**src/rtl/perf_counter_bank.sv**
```systemverilog
// Performance-counter bank: NCH event counters gated by a run/halt FSM, with sticky
// overflow flags and a snapshot bank for stable readout. Define PERF_SATURATE_EN to saturate instead of wrap.
module perf_counter_bank #(
  parameter int WIDTH = 16,
  parameter int NCH   = 4,
  parameter int SELW  = 2
) (
  input  logic             clock,
  input  logic             reset,
  input  logic             start,
  input  logic             stop,
  input  logic             clear,
  input  logic [NCH-1:0]   events,
  input  logic             snap,
  input  logic [SELW-1:0]  sel,
  output logic [WIDTH-1:0] rdata,
  output logic [NCH-1:0]   ovf,
  output logic             running,
  output logic [1:0]       state
);

  typedef enum logic [1:0] {
    ST_IDLE   = 2'b00,
    ST_RUN    = 2'b01,
    ST_HALTED = 2'b10,
    ST_BAD    = 2'b11
  } state_t;

  localparam logic [WIDTH-1:0] ONE = {{(WIDTH-1){1'b0}}, 1'b1};

  state_t           state_q, state_d;
  logic [WIDTH-1:0] live_q [NCH];
  logic [WIDTH-1:0] snap_q [NCH];
  logic [NCH-1:0]   ovf_q;

  always_ff @(posedge clock or posedge reset) begin
    if (reset) state_q <= ST_IDLE;
    else       state_q <= state_d;
  end

  // Priority clear > stop > start; the unused encoding recovers to IDLE.
  always_comb begin
    state_d = state_q;
    if (clear) begin
      state_d = ST_IDLE;
    end else begin
      case (state_q)
        ST_IDLE:   if (start) state_d = ST_RUN;
        ST_RUN:    if (stop)  state_d = ST_HALTED;
        ST_HALTED: if (start) state_d = ST_RUN;
        default:              state_d = ST_IDLE;
      endcase
    end
  end

  // Counting keys off the pre-edge state, so the stop edge counts and the start edge does not.
  always_ff @(posedge clock or posedge reset) begin
    if (reset) begin
      for (int i = 0; i < NCH; i++) begin
        live_q[i] <= '0;
        snap_q[i] <= '0;
      end
      ovf_q <= '0;
    end else if (clear) begin
      for (int i = 0; i < NCH; i++) begin
        live_q[i] <= '0;
        snap_q[i] <= '0;
      end
      ovf_q <= '0;
    end else begin
      for (int i = 0; i < NCH; i++) begin
        if (snap) snap_q[i] <= live_q[i];
        if (state_q == ST_RUN && events[i]) begin
          if (live_q[i] == {WIDTH{1'b1}}) begin
            ovf_q[i] <= 1'b1;
`ifdef PERF_SATURATE_EN
            live_q[i] <= live_q[i];
`else
            live_q[i] <= '0;
`endif
          end else begin
            live_q[i] <= live_q[i] + ONE;
          end
        end
      end
    end
  end

  // Pure mux; select values with no channel behind them read as zero.
  always_comb begin
    rdata = '0;
    for (int i = 0; i < NCH; i++) begin
      if (sel == SELW'(i)) rdata = snap_q[i];
    end
  end

  assign ovf     = ovf_q;
  assign running = (state_q == ST_RUN);
  assign state   = state_q;

endmodule

```
**config.mk**
```make
export PLATFORM = sky130hd
export DESIGN_NAME = perf_counter_bank
export DESIGN_NICKNAME = d
export VERILOG_FILES = /design/src/rtl/perf_counter_bank.sv
export SDC_FILE = /design/constraint.sdc
export NUM_CORES = 1
export LEC_CHECK = 0
export BUFFER_PORTS_ARGS = -buffer_cell sky130_fd_sc_hd__buf_4
export CAP_MARGIN = 20
export CORE_UTILIZATION = 35
export DETAILED_ROUTE_END_ITERATION = 6
export PLACE_DENSITY = 0.57
export SYNTH_ARGS = -nofsm -noshare
export SYNTH_HDL_FRONTEND = slang
export SYNTH_SLANG_ARGS = --single-unit
```
**constraint.sdc**
```tcl
create_clock -name clock -period 4.2 [get_ports clock]
set_clock_uncertainty 0.05 [all_clocks]
set_input_delay 0.84 -clock clock [delete_from_list [all_inputs] [get_ports clock]]
set_output_delay 0.84 -clock clock [all_outputs]
set_load 0.05 [all_outputs]
```
==> flow_metrics.tcl, run 1 <==
set metrics [dict create \
    status "finished, final reports clean" \
    cp-end-kind "output pin" \
    hold_class "input pin to async pin" \
    finalPower_mw 3.08 \
    critPathTopFamily "multiplexers" \
    routed_wl_um 17200 \
    vias 4936 \
    critPathBufInv 2 \
    cts_buffers 17 \
    cp_common_cell "buf_4" \
    synth_top_cell_by_area "dfrtp_1" \
    async_reset_ff_share_pct 100 \
    grt_pass1_wl_um 27700 \
    grt_pass1_vias 4837 \
    rsz0062_at_grt "false" \
    post-route-util_pct 41.8 \
    yosysSeqAreaShare_pct 50.3 \
    final_cell_mix "dfrtp_1 (134), nor2_1 (107), mux2i_1 (68)" \
    grt_remaining_overflow 0 \
    routed_via_density 5.56 \
    fin_setup_tns_ns 0 \
    postCtsSetupBuffers 0 \
    grt_start_max_net_pins 65 \
    drc 0 \
    cts_tree "built" \
    hpwl_um 11900 \
    synth_edf_count 0 \
    p_per_area_mw_per_mm2 394 \
    drt-initial-drc-count 442 \
    criticalPathCategory "input pin to output pin" \
    numClockSinks 134 \
    cap_viol_max_count 0 \
    io_pins 35 \
    cts_buffer_depth 2 \
    report.final.slew_viol_count 0 \
    crit_slowest_cell "mux4_2" \
    track_usage_pct 18.7 \
    synth.avg_cell_area_um2 10.8 \
    cts_hold_buf 0 \
    die_x_um 140 \
    antenna_found_initial 0 \
    crit_fanout 16 \
    post_cts_resized 0 \
    startpoint_type "input pin" \
    synthDistinctLibCells 50 \
    syn_to_final_growth_pct 17.3 \
    relSlewSlack_pct 25.8 \
    netlist.area_leader.share_pct 50.3 \
    synth_warnings 0 \
    synth_area_mm2 0.00667 \
    die-area_mm2 0.0196 \
    wire_per_inst_um 19.4 \
    synth-main-ff-cell "dfrtp_1" \
    ir_drop_mv 0.355 \
    ys_ff_latch 134 \
    cp.arrival_ns 1.93 \
    period_minus_slack_ns 2.82 \
    initial_core_util_pct 35.6 \
    drtAntennaViolNets 0 \
    num_antenna_cells 0 \
    worstMarginPinSlew_ns 1.11 \
    p_leak_nw 3.57 \
    finalCritPeriodShare_pct 67.3 \
    path_clk_slew_ns 0.06 \
    htreeDepth 4 \
    worstPathRequired_ns 3.31 \
    final_nets 656 \
    max_clock_freq_mhz 354 \
    clk_latency_ns 0.42 \
    die_h_um 140 \
    mostFrequentLayoutCell "dfrtp_1" \
    layout-drive-gt1-share_pct 15.5 \
    cts_root_buf "clkbuf_16" \
    place.gp.congestion 0.818 \
    core_mm2 0.0187 \
    hold_viol_final 0 \
    synth_nets 631 \
    synth_cells 615 \
    max_stage_delay_ns 0.57 \
    firstDrtPassIters 4 \
    setup_viol 0 \
    io_buffers 34 \
    crit_path_cell_trace "buf_4, mux4_2, buf_4" \
    rows 50 \
    synth_area_leaders "dfrtp_1 (50%), mux2i_1 (10%), nor2_1 (6.0%)" \
]
## per-layer routing
layer / wire (um) / up-vias / global-route usage [%]
li1: - / 2299 / -
met2: 8520 / 89 / 30.5
met3: 511 / 17 / 3.66
met5: 0 / - / 0
met1: 7830 / 2531 / 24.4
met4: 308 / 0 / 7.52
## registers in the layout (all words and copies together), names as in the netlist
register,count
live_q,64
snap_q,64
ovf,4
state,2
## cells by family (layout without fill, tap and decap cells)
family,after synthesis,count (layout),synth area share (%)
multiplexers,84,84,15.6
AO/OA/AOI/OAI,97,97,9.50
adder cells (fa/ha/maj),4,4,0.751
flip-flops,134,134,50.3
XOR/XNOR,31,31,4.07
AND/OR/NAND/NOR,222,222,17.2
buffers and inverters,43,81,2.55
## worst paths after layout
| kind | end | cells after the start | start | slack [ns] |
|---|---|---|---|---|
| min in group clock | ovf[3]$_DFFE_PP0P_ | 1 | ovf[3]$_DFFE_PP0P_ | 0.45 |
| worst min-delay path | live_q[54]$_DFFE_PP0P_ | 2 | reset | 0.39 |
| worst max register to register | live_q[44]$_DFFE_PP0P_ | 5 | live_q[32]$_DFFE_PP0P_ | 1.90 |
| max in group asynchronous | live_q[11]$_DFFE_PP0P_ | 4 | reset | 2.86 |
| worst min register to register | ovf[3]$_DFFE_PP0P_ | 1 | ovf[3]$_DFFE_PP0P_ | 0.45 |
| worst max-delay path | rdata[14] | 3 | sel[0] | 1.38 |
## stage by stage
step	cells	hold slack [ns]	setup WS, ns	area, um^2
floorplan	615	0.431	1.06	6670
global placement	854	0.443	1.40	7150
detailed placement	854	0.449	1.37	7150
CTS	886	0.466	1.37	7800
global route	887	0.399	1.31	7820
finish	887	0.390	1.38	7820
## worst reg2reg max path, cell delays in order (launching register included)
cell and delay [ns]:
dfrtp_1 0.44, ha_1 0.26, nand4_2 0.17, or4_1 0.73, a21oi_4 0.35, o21ba_1 0.20
## report_power, final
part | total (mW) | switching, mW | internal (mW)
combinational | 0.162 | 0.111 | 0.0511
sequential | 1.31 | 0.0131 | 1.30
clock | 1.61 | 0.569 | 1.04
total | 3.08 | 0.694 | 2.39
## cell type report
class                   count  area (um^2)
clock buffers              20          467
flip-flops and latches    134         3350
multi-input cells         438         3140
clock inverters            12          175
well taps                 234          293
fillers                  1746        10900
inverters                   6         26.3
repair buffers             43          360
## cells in the mapped netlist (4+ instances only)
master	number
dfrtp_1	134
nor2_1	107
mux2i_1	68
a21oi_1	30
xor2_1	29
clkbuf_1	23
nand2_1	23
o21ai_0	22
mux4_2	16
o2111ai_1	14
o211ai_1	13
or3_1	13
and4_1	12
nand3_1	11
nand4_1	11
and3_1	10
or4_1	8
buf_1	7
buf_2	7
inv_1	5
and3b_1	4
ha_1	4
nor4_1	4
o21a_1	4
o31ai_1	4
Power figures use the tool's default switching activity.
==> inputs of run 2 (changes only) <==
ABC_AREA = 1   (was default)
clock period = 2.4 ns   (was 4.2 ns; I/O delays follow)
==> run 2 against run 1 <==
  * Register-to-register slack worse by 1.3 ns
  * Core utilization is 0.11 points lower
  * Flip-flop and latch count stayed put
  * Routed wire length is 7.5% higher
  * Global-route usage is 0.65 points higher
  * Setup slack worse by 1.2 ns
  * Area after synthesis is 3.8% higher
  * Count of clock-buffer cells in the layout is 4 higher
  * Sequential power is 76% higher
  * Critical path type unchanged
  * Largest power group unchanged
==> flow_metrics.tcl, run 2 <==
set metrics [dict create \
    met1Wirelength_um 9050 \
    cts_tree "built" \
    finalPower_mw 5.31 \
    drtAntennaViolNets 0 \
    rsz0062_at_grt "false" \
    drc 0 \
    hpwl_um 13300 \
    reg2reg_slack_ns 0.56 \
    final_cell_mix "nand2_1 (194), inv_1 (147), dfrtp_1 (134)" \
    grt_pass1_wl_um 30000 \
    grt_pass1_vias 5672 \
    cp.arrival_ns 1.70 \
    period_minus_slack_ns 2.23 \
    worstMarginPinSlew_ns 0.627 \
    report.final.slew_viol_count 0 \
    routed_wl_um 18500 \
    fill_cells 2005 \
    rr_startpoint "live_q[1]$_DFFE_PP0P_" \
    hold_class "input pin to async pin" \
    synth_warnings 0 \
    p_per_area_mw_per_mm2 657 \
    cp-end-kind "output pin" \
    r2r_cells 9 \
    firstDrtPassIters 7 \
    wl_met3_um 825 \
    whs_ns 0.0491 \
    setup_viol 0 \
    num_antenna_cells 0 \
    ys_ff_latch 134 \
    synth_cells 904 \
    synth_top_cell_by_area "dfrtp_1" \
    synthDistinctLibCells 29 \
    wire_per_inst_um 15.1 \
    dr.max_layer_used "met4" \
    postCtsSetupBuffers 0 \
    io_pins 35 \
    mostFrequentLayoutCell "nand2_1" \
    track_usage_pct 19.4 \
    instances_no_fill 1219 \
    antenna_found_initial 0 \
    final_nets 957 \
    worstPathRequired_ns 1.87 \
    htreeDepth 4 \
    async_reset_ff_share_pct 100 \
    synth_edf_count 0 \
    core_mm2 0.0194 \
    die_h_um 143 \
    routed_via_density 4.86 \
    io_buffers 34 \
    synth.most_common_cell "nand2_1" \
    cap_viol_max_count 0 \
    die-area_mm2 0.0203 \
    path_clk_slew_ns 0.05 \
    drt-initial-drc-count 386 \
    synth_area_leaders "dfrtp_1 (48%), nand2_1 (11%), inv_1 (8.0%)" \
    crit_fanout 16 \
    crit_path_cell_trace "buf_4, inv_1, nor2_2, a21oi_1, o21ai_0, buf_4" \
    max_stage_delay_ns 0.48 \
    r2r_end "ovf[3]$_DFFE_PP0P_" \
    cp_common_cell "buf_4" \
    placed_cells 1187 \
    synth_nets 920 \
    synth_common_cells "nand2_1 (194), inv_1 (148), dfrtp_1 (134)" \
    wl_met2_um 8290 \
    cts_buffers 17 \
    max_clock_freq_mhz 449 \
    relSlewSlack_pct 58.1 \
    yosysSeqAreaShare_pct 48.5 \
    cts_buffer_depth 2 \
    p_leak_nw 3.53 \
    synth.avg_cell_area_um2 7.65 \
    startpoint_type "input pin" \
    criticalPathCategory "input pin to output pin" \
    synth_area_mm2 0.00692 \
    cts_root_buf "clkbuf_16" \
    clk_latency_ns 0.42 \
    netlist.area_leader.share_pct 48.5 \
    status "finished, final reports clean" \
    vias 5930 \
    synth-main-ff-cell "dfrtp_1" \
    layout-drive-gt1-share_pct 10.8 \
    syn_to_final_growth_pct 16.9 \
    place.gp.congestion 0.828 \
    hold_viol_final 0 \
    rows 51 \
    finalCritPeriodShare_pct 92.8 \
    grt_start_max_net_pins 60 \
    die_x_um 143 \
    initial_core_util_pct 35.7 \
    crit_slowest_cell "nor2_2" \
    ir_drop_mv 0.480 \
    numClockSinks 134 \
    grt_remaining_overflow 0 \
]
-- run 2: where the power goes --
part / switching [mW] / total [mW] / internal, mW
Combinational: 0.272 / 0.364 / 0.0928
Sequential: 0.0216 / 2.31 / 2.29
Clock: 0.955 / 2.64 / 1.69
Total: 1.25 / 5.31 / 4.06
-- run 2: worst max path at each step --
stage / from / depth (start not counted) / to / slack, ns
2_1_floorplan: sel[0] / 3 / rdata[10] / 0.02
3_3_place_gp: sel[0] / 5 / rdata[1] / -0.14
3_5_place_dp: sel[1] / 6 / rdata[1] / -0.12
4_1_cts: sel[1] / 6 / rdata[1] / 0.16
5_1_grt: sel[1] / 6 / rdata[1] / 0.05
6_report: sel[1] / 6 / rdata[1] / 0.17
-- run 2: cell families (layout without fill, tap and decap cells) --
group           after synthesis  count (layout)  share of synthesized area (%)
simple gates                415             415                           25.6
fa+ha+maj                     4               4                          0.723
compound gates              155             155                           12.6
xor+xnor                     14              14                           1.77
buf+inv                     182             232                           10.8
flops                       134             134                           48.5
-- run 2: critical path, delay by kind of cell --
kind	cells	cell delay (ns)
buffers and inverters	3	0.43
AND/OR/NAND/NOR	1	0.48
AO/OA/AOI/OAI	2	0.31
-- run 2: per-stage QoR --
stage	setup TNS, ns	cell area [um^2]	util (%)	setup slack (ns)
after global placement	-0.764	7490	38.6	-0.144
after global routing	0	8090	41.7	0.0509
after floorplan	0	6920	-	0.0202
after CTS	0	8090	41.7	0.162
after detailed placement	-0.567	7490	38.6	-0.122
final	0	8090	41.7	0.173
-- run 2: layout make-up --
class,instances,area (um^2),share of cell area [%]
repair buffers,48,410,5.08
clock inverters,8,123,1.52
multi-input cells,588,2820,34.9
inverters,152,576,7.12
flip-flops and latches,134,3350,41.5
well taps,265,332,4.10
clock buffers,24,472,5.83
-- run 2: repair_timing --
action	in CTS	in global routing
endpoints found under the setup margin	16	0
gates resized for setup	1	0
hold buffers	0	0
-- run 2: per-layer routing --
layer / GRT usage (%) / up-vias
met5: 0 / -
met1: 27.6 / 2813
met2: 29.7 / 126
li1: - / 2971
met4: 5.15 / 0
met3: 3.94 / 20
==> inputs of run 3 (changes only) <==
PLACE_DENSITY = 0.55   (was 0.57)
clock period = 2.65 ns   (was 2.4 ns; I/O delays follow)
==> run 3 against run 2 <==
  * Setup slack improved by 0.12 ns
  * Power is 9.9% lower
  * Sequential share of layout area increased by 0.23 points
  * Hold slack better by 0.20 ns
  * Core utilization shrank 0.23 points
  * Largest cell class unchanged
==> flow_metrics.tcl, run 3 (same netlist as run 2, synthesis figures left out) <==
set metrics [dict create \
    track_usage_pct 19.4 \
    startpoint_type "input pin" \
    worstPathRequired_ns 2.07 \
    cap_viol_max_count 0 \
    mostFrequentLayoutCell "nand2_1" \
    place.gp.congestion 0.848 \
    clk_latency_ns 0.42 \
    drtAntennaViolNets 0 \
    fin_setup_tns_ns 0 \
    relSlewSlack_pct 49.8 \
    antenna_found_initial 0 \
    initial_core_util_pct 35.7 \
    internal_power_mw 3.65 \
    cp-end-kind "output pin" \
    status "finished, final reports clean" \
    grt_pass1_wl_um 29800 \
    rsz0062_at_grt "false" \
    grt_pass1_vias 5552 \
    max_clock_freq_mhz 425 \
    cts_root_buf "clkbuf_16" \
    syn_to_final_growth_pct 16.2 \
    die-area_mm2 0.0203 \
    worstMarginPinSlew_ns 0.753 \
    postCtsSetupBuffers 0 \
    hold_viol_final 0 \
    cp.arrival_ns 1.77 \
    p_sw_share_pct 23.7 \
    drc 0 \
    io_buffers 34 \
    setup_viol 0 \
    period_minus_slack_ns 2.35 \
    p_per_area_mw_per_mm2 595 \
    num_antenna_cells 0 \
    routed_via_density 4.82 \
    vias 5863 \
    final_nets 954 \
    wire_per_inst_um 15.1 \
    fill_cells 2034 \
    final_cell_mix "nand2_1 (194), inv_1 (147), dfrtp_1 (134)" \
    die_x_um 143 \
    cts_tree "built" \
    fin_ws_ns 0.295 \
    firstDrtPassIters 5 \
    drt-initial-drc-count 424 \
    p_clk_share_pct 49.7 \
    finalCritPeriodShare_pct 88.9 \
    report.final.slew_viol_count 0 \
    cts_buffer_depth 2 \
    cts_buffers 17 \
    layout-drive-gt1-share_pct 10.8 \
    hpwl_um 13100 \
    htreeDepth 4 \
    grt_start_max_net_pins 135 \
    path_clk_slew_ns 0.06 \
    crit_fanout 9 \
    ir_drop_mv 0.423 \
    die_h_um 143 \
    core_mm2 0.0194 \
    routed_wl_um 18400 \
    criticalPathCategory "input pin to output pin" \
    switchingPower_mw 1.13 \
    rows 51 \
    grt_remaining_overflow 0 \
    comb_power_share_pct 6.6 \
    pwr-share-seq_pct 43.7 \
    p_leak_nw 3.52 \
    io_pins 35 \
    dp_slack_ns 0.0144 \
    hold_class "input pin to flip-flop" \
    numClockSinks 134 \
]
## run 3: cell count changes in the layout (fill, tap and decap cells not counted), sizes merged
cell,delta
buf,-3
bufinv,-1
clkinv,+2
clkinvlp,-1
## run 3: power by group through the flow
stage	clock [mW]	combinational, mW	sequential (mW)
4_1_cts	2.43	0.324	2.09
3_5_place_dp	0	0.324	2.13
5_1_grt	2.53	0.355	2.09
2_1_floorplan	0	0.201	2.15
3_3_place_gp	0	0.326	2.13
6_report	2.38	0.318	2.09
## run 3: final cells by class
type	count	area [um^2]	area share, %
clock buffers	24	502	6.24
clock inverters	8	95.1	1.18
inverters	152	576	7.16
multi-input cells	588	2820	35.1
flip-flops and latches	134	3350	41.7
well taps	265	332	4.12
repair buffers	45	363	4.51
## run 3: worst max-delay path: stages
cell and delay (ns):
buf_4 0.13, inv_1 0.08, nand2_1 0.17, buf_4 0.22, o22ai_1 0.21, a21oi_1 0.06
o21ai_0 0.13, buf_4 0.25
## run 3: worst paths after layout
| check | start | to | slack [ns] | depth (start not counted) |
|---|---|---|---|---|
| min in group asynchronous | reset | ovf[1]$_DFFE_PP0P_ | 0.26 | 3 |
| max | sel[1] | rdata[11] | 0.30 | 8 |
| min reg2reg | ovf[3]$_DFFE_PP0P_ | ovf[3]$_DFFE_PP0P_ | 0.44 | 2 |
| max in group asynchronous | reset | live_q[4]$_DFFE_PP0P_ | 1.72 | 3 |
| min | stop | state[0]$_DFFE_PP0P_ | 0.25 | 2 |
| max reg2reg | live_q[17]$_DFFE_PP0P_ | live_q[26]$_DFFE_PP0P_ | 0.80 | 8 |
## run 3: stage by stage
stage                     hold WS, ns  power (mW)  cell area (um^2)  instances  utilization (%)
after global routing            0.255        4.97              8040       1216             41.4
after floorplan                 0.435        2.35              6920        904                -
after detailed placement        0.426        2.45              7440       1184             38.4
after CTS                       0.242        4.85              8040       1216             41.4
after global placement          0.419        2.45              7440       1184             38.4
final                           0.251        4.79              8040       1216             41.4
## run 3: what timing repair did
action	in CTS	in global routing
hold buffers	0	0
endpoints found under the setup margin	0	9
gates resized for setup	0	1
## run 3: metal layers
| metal | track usage, % | up-vias | part of all wire, % |
|---|---|---|---|
| met2 | 29.7 | 96 | 45 |
| met3 | 4.27 | 13 | 3.2 |
| met5 | 0 | - | 0 |
| li1 | - | 2973 | - |
| met4 | 5.26 | 0 | 1.2 |
| met1 | 27.6 | 2781 | 50 |
